### src/rtl/cp0_unit_pkg.sv
// Shared CP0 register numbers, exception codes and SR/Cause bit positions.
// Used by cp0_unit (optional BadVAddr register enabled by CP0_BADVADDR_EN).
package cp0_unit_pkg;

    localparam logic [4:0] CP0_BADVADDR = 5'd8;
    localparam logic [4:0] CP0_SR       = 5'd12;
    localparam logic [4:0] CP0_CAUSE    = 5'd13;
    localparam logic [4:0] CP0_EPC      = 5'd14;
    localparam logic [4:0] CP0_PRID     = 5'd15;

    typedef enum logic [4:0] {
        EXC_INT  = 5'd0,
        EXC_ADEL = 5'd4,
        EXC_ADES = 5'd5,
        EXC_RI   = 5'd10,
        EXC_OV   = 5'd12
    } exc_code_e;

    localparam int unsigned SR_IE       = 0;
    localparam int unsigned SR_EXL      = 1;
    localparam int unsigned SR_IM_LO    = 10;
    localparam int unsigned CAUSE_EXC_LO = 2;
    localparam int unsigned CAUSE_IP_LO  = 10;
    localparam int unsigned CAUSE_BD     = 31;

    function automatic logic [31:0] pack_sr(input logic [5:0] im, input logic exl,
                                            input logic ie);
        logic [31:0] v;
        v = '0;
        v[SR_IM_LO +: 6] = im;
        v[SR_EXL]        = exl;
        v[SR_IE]         = ie;
        return v;
    endfunction

    function automatic logic [31:0] pack_cause(input logic bd, input logic [5:0] ip,
                                               input logic [4:0] exc);
        logic [31:0] v;
        v = '0;
        v[CAUSE_BD]              = bd;
        v[CAUSE_IP_LO +: 6]      = ip;
        v[CAUSE_EXC_LO +: 5]     = exc;
        return v;
    endfunction

endpackage

### src/rtl/cp0_unit.sv
// Coprocessor-0 register file: SR, Cause, EPC, PRId, interrupt/exception capture.
// Define CP0_BADVADDR_EN to add the BadVAddr register (reg 8) and the i_bad_addr_m port.
module cp0_unit
    import cp0_unit_pkg::*;
#(
    parameter logic [31:0] PRID       = 32'h2023_0707,
    parameter logic [31:0] HANDLER_PC = 32'h0000_4180
) (
    input  logic        clk,
    input  logic        rst_n,
    input  logic        i_we,
    input  logic [4:0]  i_addr,
    input  logic [31:0] i_wdata,
    output logic [31:0] o_rdata,
    input  logic [31:0] i_pc_m,
    input  logic        i_bd_m,
    input  logic [4:0]  i_exc_code_m,
    input  logic [5:0]  i_hw_int,
    input  logic        i_eret_m,
`ifdef CP0_BADVADDR_EN
    input  logic [31:0] i_bad_addr_m,
`endif
    output logic        o_int_req,
    output logic [31:0] o_epc_out,
    output logic [31:0] o_handler_pc
);

    logic [5:0]  r_im;
    logic        r_exl;
    logic        r_ie;
    logic        r_bd;
    logic [5:0]  r_ip;
    logic [4:0]  r_exc_code;
    logic [29:0] r_epc;
`ifdef CP0_BADVADDR_EN
    logic [31:0] r_badvaddr;
`endif

    logic        w_irq;
    logic        w_exc;
    logic        w_int_req;
    logic [29:0] w_epc_cap;
    logic        w_epc_wr;
    logic        w_unused;

    assign w_irq     = (|(i_hw_int & r_im)) & r_ie & ~r_exl;
    assign w_exc     = (i_exc_code_m != 5'd0) & ~r_exl;
    assign w_int_req = w_irq | w_exc;
    // Word-aligned PC; pc-4 on the word index is just a decrement.
    assign w_epc_cap = i_bd_m ? (i_pc_m[31:2] - 30'd1) : i_pc_m[31:2];
    assign w_epc_wr  = i_we & (i_addr == CP0_EPC);
    assign w_unused  = ^{i_pc_m[1:0], i_wdata[31:16], i_wdata[9:2]};

    assign o_int_req    = w_int_req;
    assign o_epc_out    = w_epc_wr ? {i_wdata[31:2], 2'b00} : {r_epc, 2'b00};
    assign o_handler_pc = HANDLER_PC;

    always_ff @(posedge clk or negedge rst_n) begin
        if (!rst_n) begin
            r_im       <= '0;
            r_exl      <= 1'b0;
            r_ie       <= 1'b0;
            r_bd       <= 1'b0;
            r_ip       <= '0;
            r_exc_code <= '0;
            r_epc      <= '0;
`ifdef CP0_BADVADDR_EN
            r_badvaddr <= '0;
`endif
        end else begin
            r_ip <= i_hw_int;
            if (w_int_req) begin
                // The M instruction is squashed, so its mtc0/eret never take effect.
                r_exl      <= 1'b1;
                r_exc_code <= w_irq ? EXC_INT : i_exc_code_m;
                r_bd       <= i_bd_m;
                r_epc      <= w_epc_cap;
`ifdef CP0_BADVADDR_EN
                if (!w_irq && (i_exc_code_m == EXC_ADEL || i_exc_code_m == EXC_ADES)) begin
                    r_badvaddr <= i_bad_addr_m;
                end
`endif
            end else begin
                if (i_we) begin
                    case (i_addr)
                        CP0_SR: begin
                            r_im  <= i_wdata[SR_IM_LO +: 6];
                            r_exl <= i_wdata[SR_EXL];
                            r_ie  <= i_wdata[SR_IE];
                        end
                        CP0_EPC: r_epc <= i_wdata[31:2];
                        default: ;
                    endcase
                end
                if (i_eret_m) begin
                    r_exl <= 1'b0;
                end
            end
        end
    end

    always_comb begin
        o_rdata = '0;
        case (i_addr)
            CP0_SR:    o_rdata = pack_sr(r_im, r_exl, r_ie);
            CP0_CAUSE: o_rdata = pack_cause(r_bd, r_ip, r_exc_code);
            CP0_EPC:   o_rdata = {r_epc, 2'b00};
            CP0_PRID:  o_rdata = PRID;
`ifdef CP0_BADVADDR_EN
            CP0_BADVADDR: o_rdata = r_badvaddr;
`endif
            default:   o_rdata = '0;
        endcase
    end

endmodule

### config.mk
export PLATFORM = sky130hd
export DESIGN_NAME = cp0_unit
export DESIGN_NICKNAME = d
export VERILOG_FILES = /design/src/rtl/cp0_unit_pkg.sv /design/src/rtl/cp0_unit.sv
export SDC_FILE = /design/constraint.sdc
export NUM_CORES = 1
export LEC_CHECK = 0
export CAP_MARGIN = 20
export CORE_UTILIZATION = 43
export CTS_CLUSTER_DIAMETER = 120
export CTS_CLUSTER_SIZE = 10
export DETAILED_ROUTE_END_ITERATION = 7
export MAX_ROUTING_LAYER = met4
export PLACE_DENSITY_LB_ADDON = 0.05
export SKIP_LAST_GASP = 1
export SYNTH_ARGS = -nofsm -noshare
export SYNTH_HDL_FRONTEND = slang
export SYNTH_SLANG_ARGS = --single-unit
### constraint.sdc
create_clock -name clk -period 3.2 [get_ports clk]
set_input_delay 0.32 -clock clk [delete_from_list [all_inputs] [get_ports clk]]
set_output_delay 0.32 -clock clk [all_outputs]
set_load 0.01 [all_outputs]
### After elaboration in Yosys (flattened, before gate mapping)

Cells that the tools add are included.

| storage, ports and cells | value |
|---|---|
| word-level logic and storage cells | 40 |
| bits of input ports | 85 |
| register bits | 50 |

| operators by class | value |
|---|---|
| equal/unequal tests | 4 |
| reductions and logical operators | 9 |
| bitwise operators | 8 |
| muxes and demuxes | 11 |
| add/subtract/negate cells | 1 |

Operators with widths:

| operator | count |
|---|---|
| $pmux 32 s4 | 1 |
| $mux 30 | 4 |
| $mux 32 | 1 |
| $sub 30x1->30 const B | 1 |
| $eq 5x4->1 const B | 4 |
| $and 6x6->6 | 1 |
| $reduce_bool 3->1 | 2 |
| $reduce_or 6->1 | 1 |
| $mux 5 | 1 |
| $reduce_bool 5->1 | 1 |
| $and 1x1->1 | 4 |
| $mux 1 | 4 |
| $reduce_and 2->1 | 2 |
| $reduce_bool 2->1 | 2 |
| $reduce_and 3->1 | 1 |
| $not 1->1 | 2 |
| $or 1x1->1 | 1 |

### Longest topological paths before layout

| depth | value |
|---|---|
| depth after elaboration | 7 |
| depth in mapped cells | 7 |
| depth with buffers taken out | 6 |

### Worst setup path before layout

Ideal clock, no wire load.

| timing path | value |
|---|---|
| path type | flip-flop to flip-flop |
| start | register r_im[1] |
| end | register r_ie |
| path buffers | 0 |
| stages on the path, launching flop included | 6 |
| data required time | 3075 ps |
| path slack | 1145 ps |
| arrival time | 1930 ps |
| period minus slack after synthesis | 2055 ps |
| cells stage by stage | dfrtp_1 > a22o_1 > o31ai_2 > a31oi_1 > nor2_2 > mux2_2 |

| between the ends | value |
|---|---|
| longest elaborated chain between the ends | 7 |

RTL lines:

| item | line | RTL |
|---|---|---|
| from (decl) | cp0_unit.sv:28 | `logic [5:0] r_im;` |
| from (signal assigned) | cp0_unit.sv:87 | `r_im <= i_wdata[SR_IM_LO +: 6];` |
| $and 6x6->6 | cp0_unit.sv:46 | `assign w_irq = (\|(i_hw_int & r_im)) & r_ie & ~r_exl;` |
| $reduce_or 6->1 | cp0_unit.sv:46 |  |
| $and 1x1->1 (2 in series) | cp0_unit.sv:46 |  |
| $or 1x1->1 | cp0_unit.sv:48 | `assign w_int_req = w_irq \| w_exc;` |
| $not 1->1 (no source line) | n/a |  |
| $reduce_and 3->1 (no source line) | n/a |  |
| to (signal assigned) | cp0_unit.sv:89 | `r_ie <= i_wdata[SR_IE];` |
| to (decl) | cp0_unit.sv:30 | `logic r_ie;` |

Every way passes these cells.
A chain may end at the register's enable or synchronous reset.

### Worst setup path in the final report

| timing path | value |
|---|---|
| start | input i_addr[0] |
| end | output o_rdata[31] |

| between the ends | value |
|---|---|
| longest elaborated chain between the ends | 2 |
| elaborated cells on any way between the ends | 5 |
| those cells by class | 4 x eq/ne; 1 x mux |

RTL lines:

| item | line | RTL |
|---|---|---|
| from (decl) | cp0_unit.sv:12 | `input logic [4:0] i_addr,` |
| $eq 5x4->1 | cp0_unit.sv:104 | `case (i_addr)` |
| $pmux 32 s4 (*) | cp0_unit.sv:104 |  |
| to (decl) | cp0_unit.sv:14 | `output logic [31:0] o_rdata,` |

Mark *: on every way between the ends. The rest lies on a longest branch, timed or not.

==> key figures <==
Run
  – Max Cap Violations: 0

Die
  – Core area: 0.00769 mm^2
  – Die Y: 90.8 um
  – Die width: 90.8 um
  – DIE AREA: 0.00825 mm^2
  – Io pins: 182
  – Row count: 32
  – Initial Util: 44.1%

Yosys
  – Count leader, synth: nor2_1
  – Post-synthesis xor/xnor area fraction: 6.97%
  – Synth top cells by count: nor2_1 (69), dfrtp_1 (50), mux2_2 (38), a21oi_1 (36), buf_4 (34)
  – Post-synth EDFFs: 0
  – Synth area leaders: dfrtp_1 (37%), mux2_2 (13%), nor2_1 (7.6%), buf_4 (7.5%), xnor2_1 (5.9%)
  – Share of the synthesized area in the top cell type: 36.9%
  – Post-synthesis average cell area: 8.79 um^2
  – Synth Flop Type: dfrtp_1
  – Sequential share of the synthesized area: 36.9%
  – Synth Area in Simple Gates: 20.4%
  – Synth Cell Area: 0.00339 mm^2
  – FFs w/ async S/R, synth: 100%
  – YS warnings: 0
  – Cells after synthesis: 386
  – FF+latch count, synth: 50
  – Mux contribution to synthesized area: 14.7%
  – Synth Area in Adders: 0.369%
  – Largest family of logic cells by synthesized area: simple AND/OR/NAND/NOR gates
  – Compound-gate portion of the synthesized area: 9.88%
  – Top cell type by total area after synthesis: dfrtp_1
  – Yosys cell types: 42

Critical path
  – Worst Path Buf+Inv: 3
  – Setup Crit Path Kind: input pin to output port
  – CP Max Fanout: 14
  – Top Family by Delay on Critical Path: buffers and inverters
  – CP arrival: 2.35 ns
  – Slowest stage delay, CP: 0.67 ns
  – WP data required: 2.88 ns
  – Worst path cell trace: clkdlybuf4s50_1 > buf_12 > nor2b_1 > a22oi_1 > nor2_1 > clkdlybuf4s50_1
  – Startpoint Class: input pin
  – Slowest-stage cell, CP: clkdlybuf4s50_1
  – Crit end category: output port
  – Critical Path Most Common Cell: clkdlybuf4s50_1

Timing
  – Slew Viols, Final: 0
  – Final min period: 2.67 ns
  – Setup TNS: 0 ns
  – Hold Violations, Final: 0
  – Rel. slew slack: 37.5%
  – Final setup viols: 0
  – RSZ-0062 raised after global routing: false
  – F_max: 375 MHz
  – Measured slew at the worst slew-check pin: 0.937 ns
  – Final worst slack: 0.530 ns
  – Clk_skew: 0.00837 ns
  – Fin crit share: 83.4%

Placement
  – Setup WS pre-CTS: 0.459 ns
  – IO buf count: 145
  – RePlAce Congestion: 0.788
  – DP HPWL: 6990 um

Drt
  – WL per Instance: 15.0 um
  – DRT antenna net count: 0
  – DR pass1 iterations: 4
  – Total Wirelength: 9450 um
  – Initial detailed-routing violation count: 96
  – Vias per std cell: 5.01
  – DR vias: 3154
  – DRC: 0

Finish
  – Final #Nets: 613
  – Number of diodes: 0
  – Share of cells above drive strength 1: 12.3%
  – Filler cells: 681
  – Synth-to-layout area growth: 47.1%

Global routing
  – Gr usage total: 23.7%
  – Initial antenna violation count: 0
  – Vias in the first global route: 3063
  – First-pass GRT wire length: 15100 um
  – Largest net degree at the start of global routing: 62
  – GRT overflow: 0

Clocking
  – Post-CTS resize count: 0
  – Hold buffers post-CTS: 0
  – Clock net sink count: 50
  – Clock buffer depth: 2
  – Postcts setup bufs: 0
  – H-tree Lvls: 2
  – Num CTS Buffers: 5
  – Worst-path clk slew: 0.10 ns
  – CTS Root Cell: clkbuf_8
  – Clock Latency Late Sink: 0.30 ns
  – TritonCTS clock tree: built

Power and ir drop
  – Switch Pwr: 1.04 mW
  – Switching Fraction: 35.3%
  – Max VDD drop: 0.000319 V
  – Leak pwr: 2.00 nW
  – P_int: 1.91 mW
  – Gate power share: 49.4%
  – Flop pwr share: 35.2%
  – Pwr/cell area: 591 mW/mm^2
  – Clock power frac: 15.5%

Run status
  – Status: finished clean

Min path
  – HP Class: input pin to asynchronous set/reset pin
kinds of logic after synthesis:
logic type      after synthesis
compound gates               58
xor+xnor                     27
fa+ha+maj                     1
buf+inv                      62
flops                        50
mux                          45
other cells                   2
simple gates                141
flip-flops by register name, indices dropped and copies added (netlist names):
signal and count:
r_exc_code 5, r_exl 1, r_ie 1, r_epc 30
r_ip 6, r_bd 1, r_im 6
through the flow:
stage	area, um^2	utilization (%)	hold WS (ns)	power [mW]	instances
final	4990	64.9	0.138	2.95	630
after global routing	4990	64.9	0.204	3.16	630
after CTS	4990	64.9	0.180	2.98	630
after detailed placement	4880	63.4	0.503	2.51	622
after global placement	4880	63.4	0.499	2.49	622
after floorplan	3510	-	0.0244	1.83	418
placed cells by master, fill, tap and decap left out, types with 2 or more instances in the layout:
cell             count
clkbuf_8             5
xnor2_1             23
xor2_1               4
nand2_1             13
conb_1              34
a31oi_1              2
nor3_1               9
a22o_1               3
or3_1                4
buf_4                8
mux2i_1              7
and3_1              12
buf_12               2
a21oi_1             36
nor2_1              69
nand4_1              2
nand3_1              7
a22oi_1              5
inv_1                9
nand3b_1             2
clkdlybuf4s50_1    144
o21ai_0              7
mux2_2              38
nor4_1              10
dfrtp_1             50
clkinvlp_4           2
area by class of cell:
| class | count | area (um^2) | area share, % |
|---|---|---|---|
| Timing Repair Buffer | 155 | 1550 | 31.0 |
| Multi-Input combinational cell | 306 | 1920 | 38.4 |
| Tap cell | 102 | 128 | 2.56 |
| Sequential cell | 50 | 1250 | 25.1 |
| Clock inverter | 3 | 45.0 | 0.902 |
| Inverter | 9 | 33.8 | 0.677 |
| Clock buffer | 5 | 68.8 | 1.38 |
power groups by stage:
stage | clock [mW] | combinational [mW] | sequential [mW]
after floorplan | 0 | 0.838 | 0.989
after detailed placement | 0 | 1.47 | 1.04
after CTS | 0.474 | 1.47 | 1.03
after global placement | 0 | 1.45 | 1.03
after global routing | 0.491 | 1.60 | 1.07
final | 0.456 | 1.46 | 1.04
worst paths after layout:
kind | start | slack (ns) | cells past startpoint | to
max in group asynchronous | rst_n | 2.33 | 2 | r_im[1]$_DFFE_PN0P_
max | i_addr[0] | 0.53 | 6 | o_rdata[31]
min | rst_n | 0.14 | 1 | r_epc[27]$_DFFE_PN0P_
min in group clk | i_hw_int[4] | 0.48 | 1 | r_ip[4]$_DFF_PN0_
min reg2reg | r_bd$_DFFE_PN0P_ | 0.52 | 1 | r_bd$_DFFE_PN0P_
max reg2reg | r_im[3]$_DFFE_PN0P_ | 0.92 | 6 | r_bd$_DFFE_PN0P_
per-layer routing:
metal,wire length (um),GRT usage (%)
met2,4590,40.3
met3,543,4.88
met1,4280,29.8
met4,31,3.57
met5,0,-
Power figures use the tool's default switching activity.
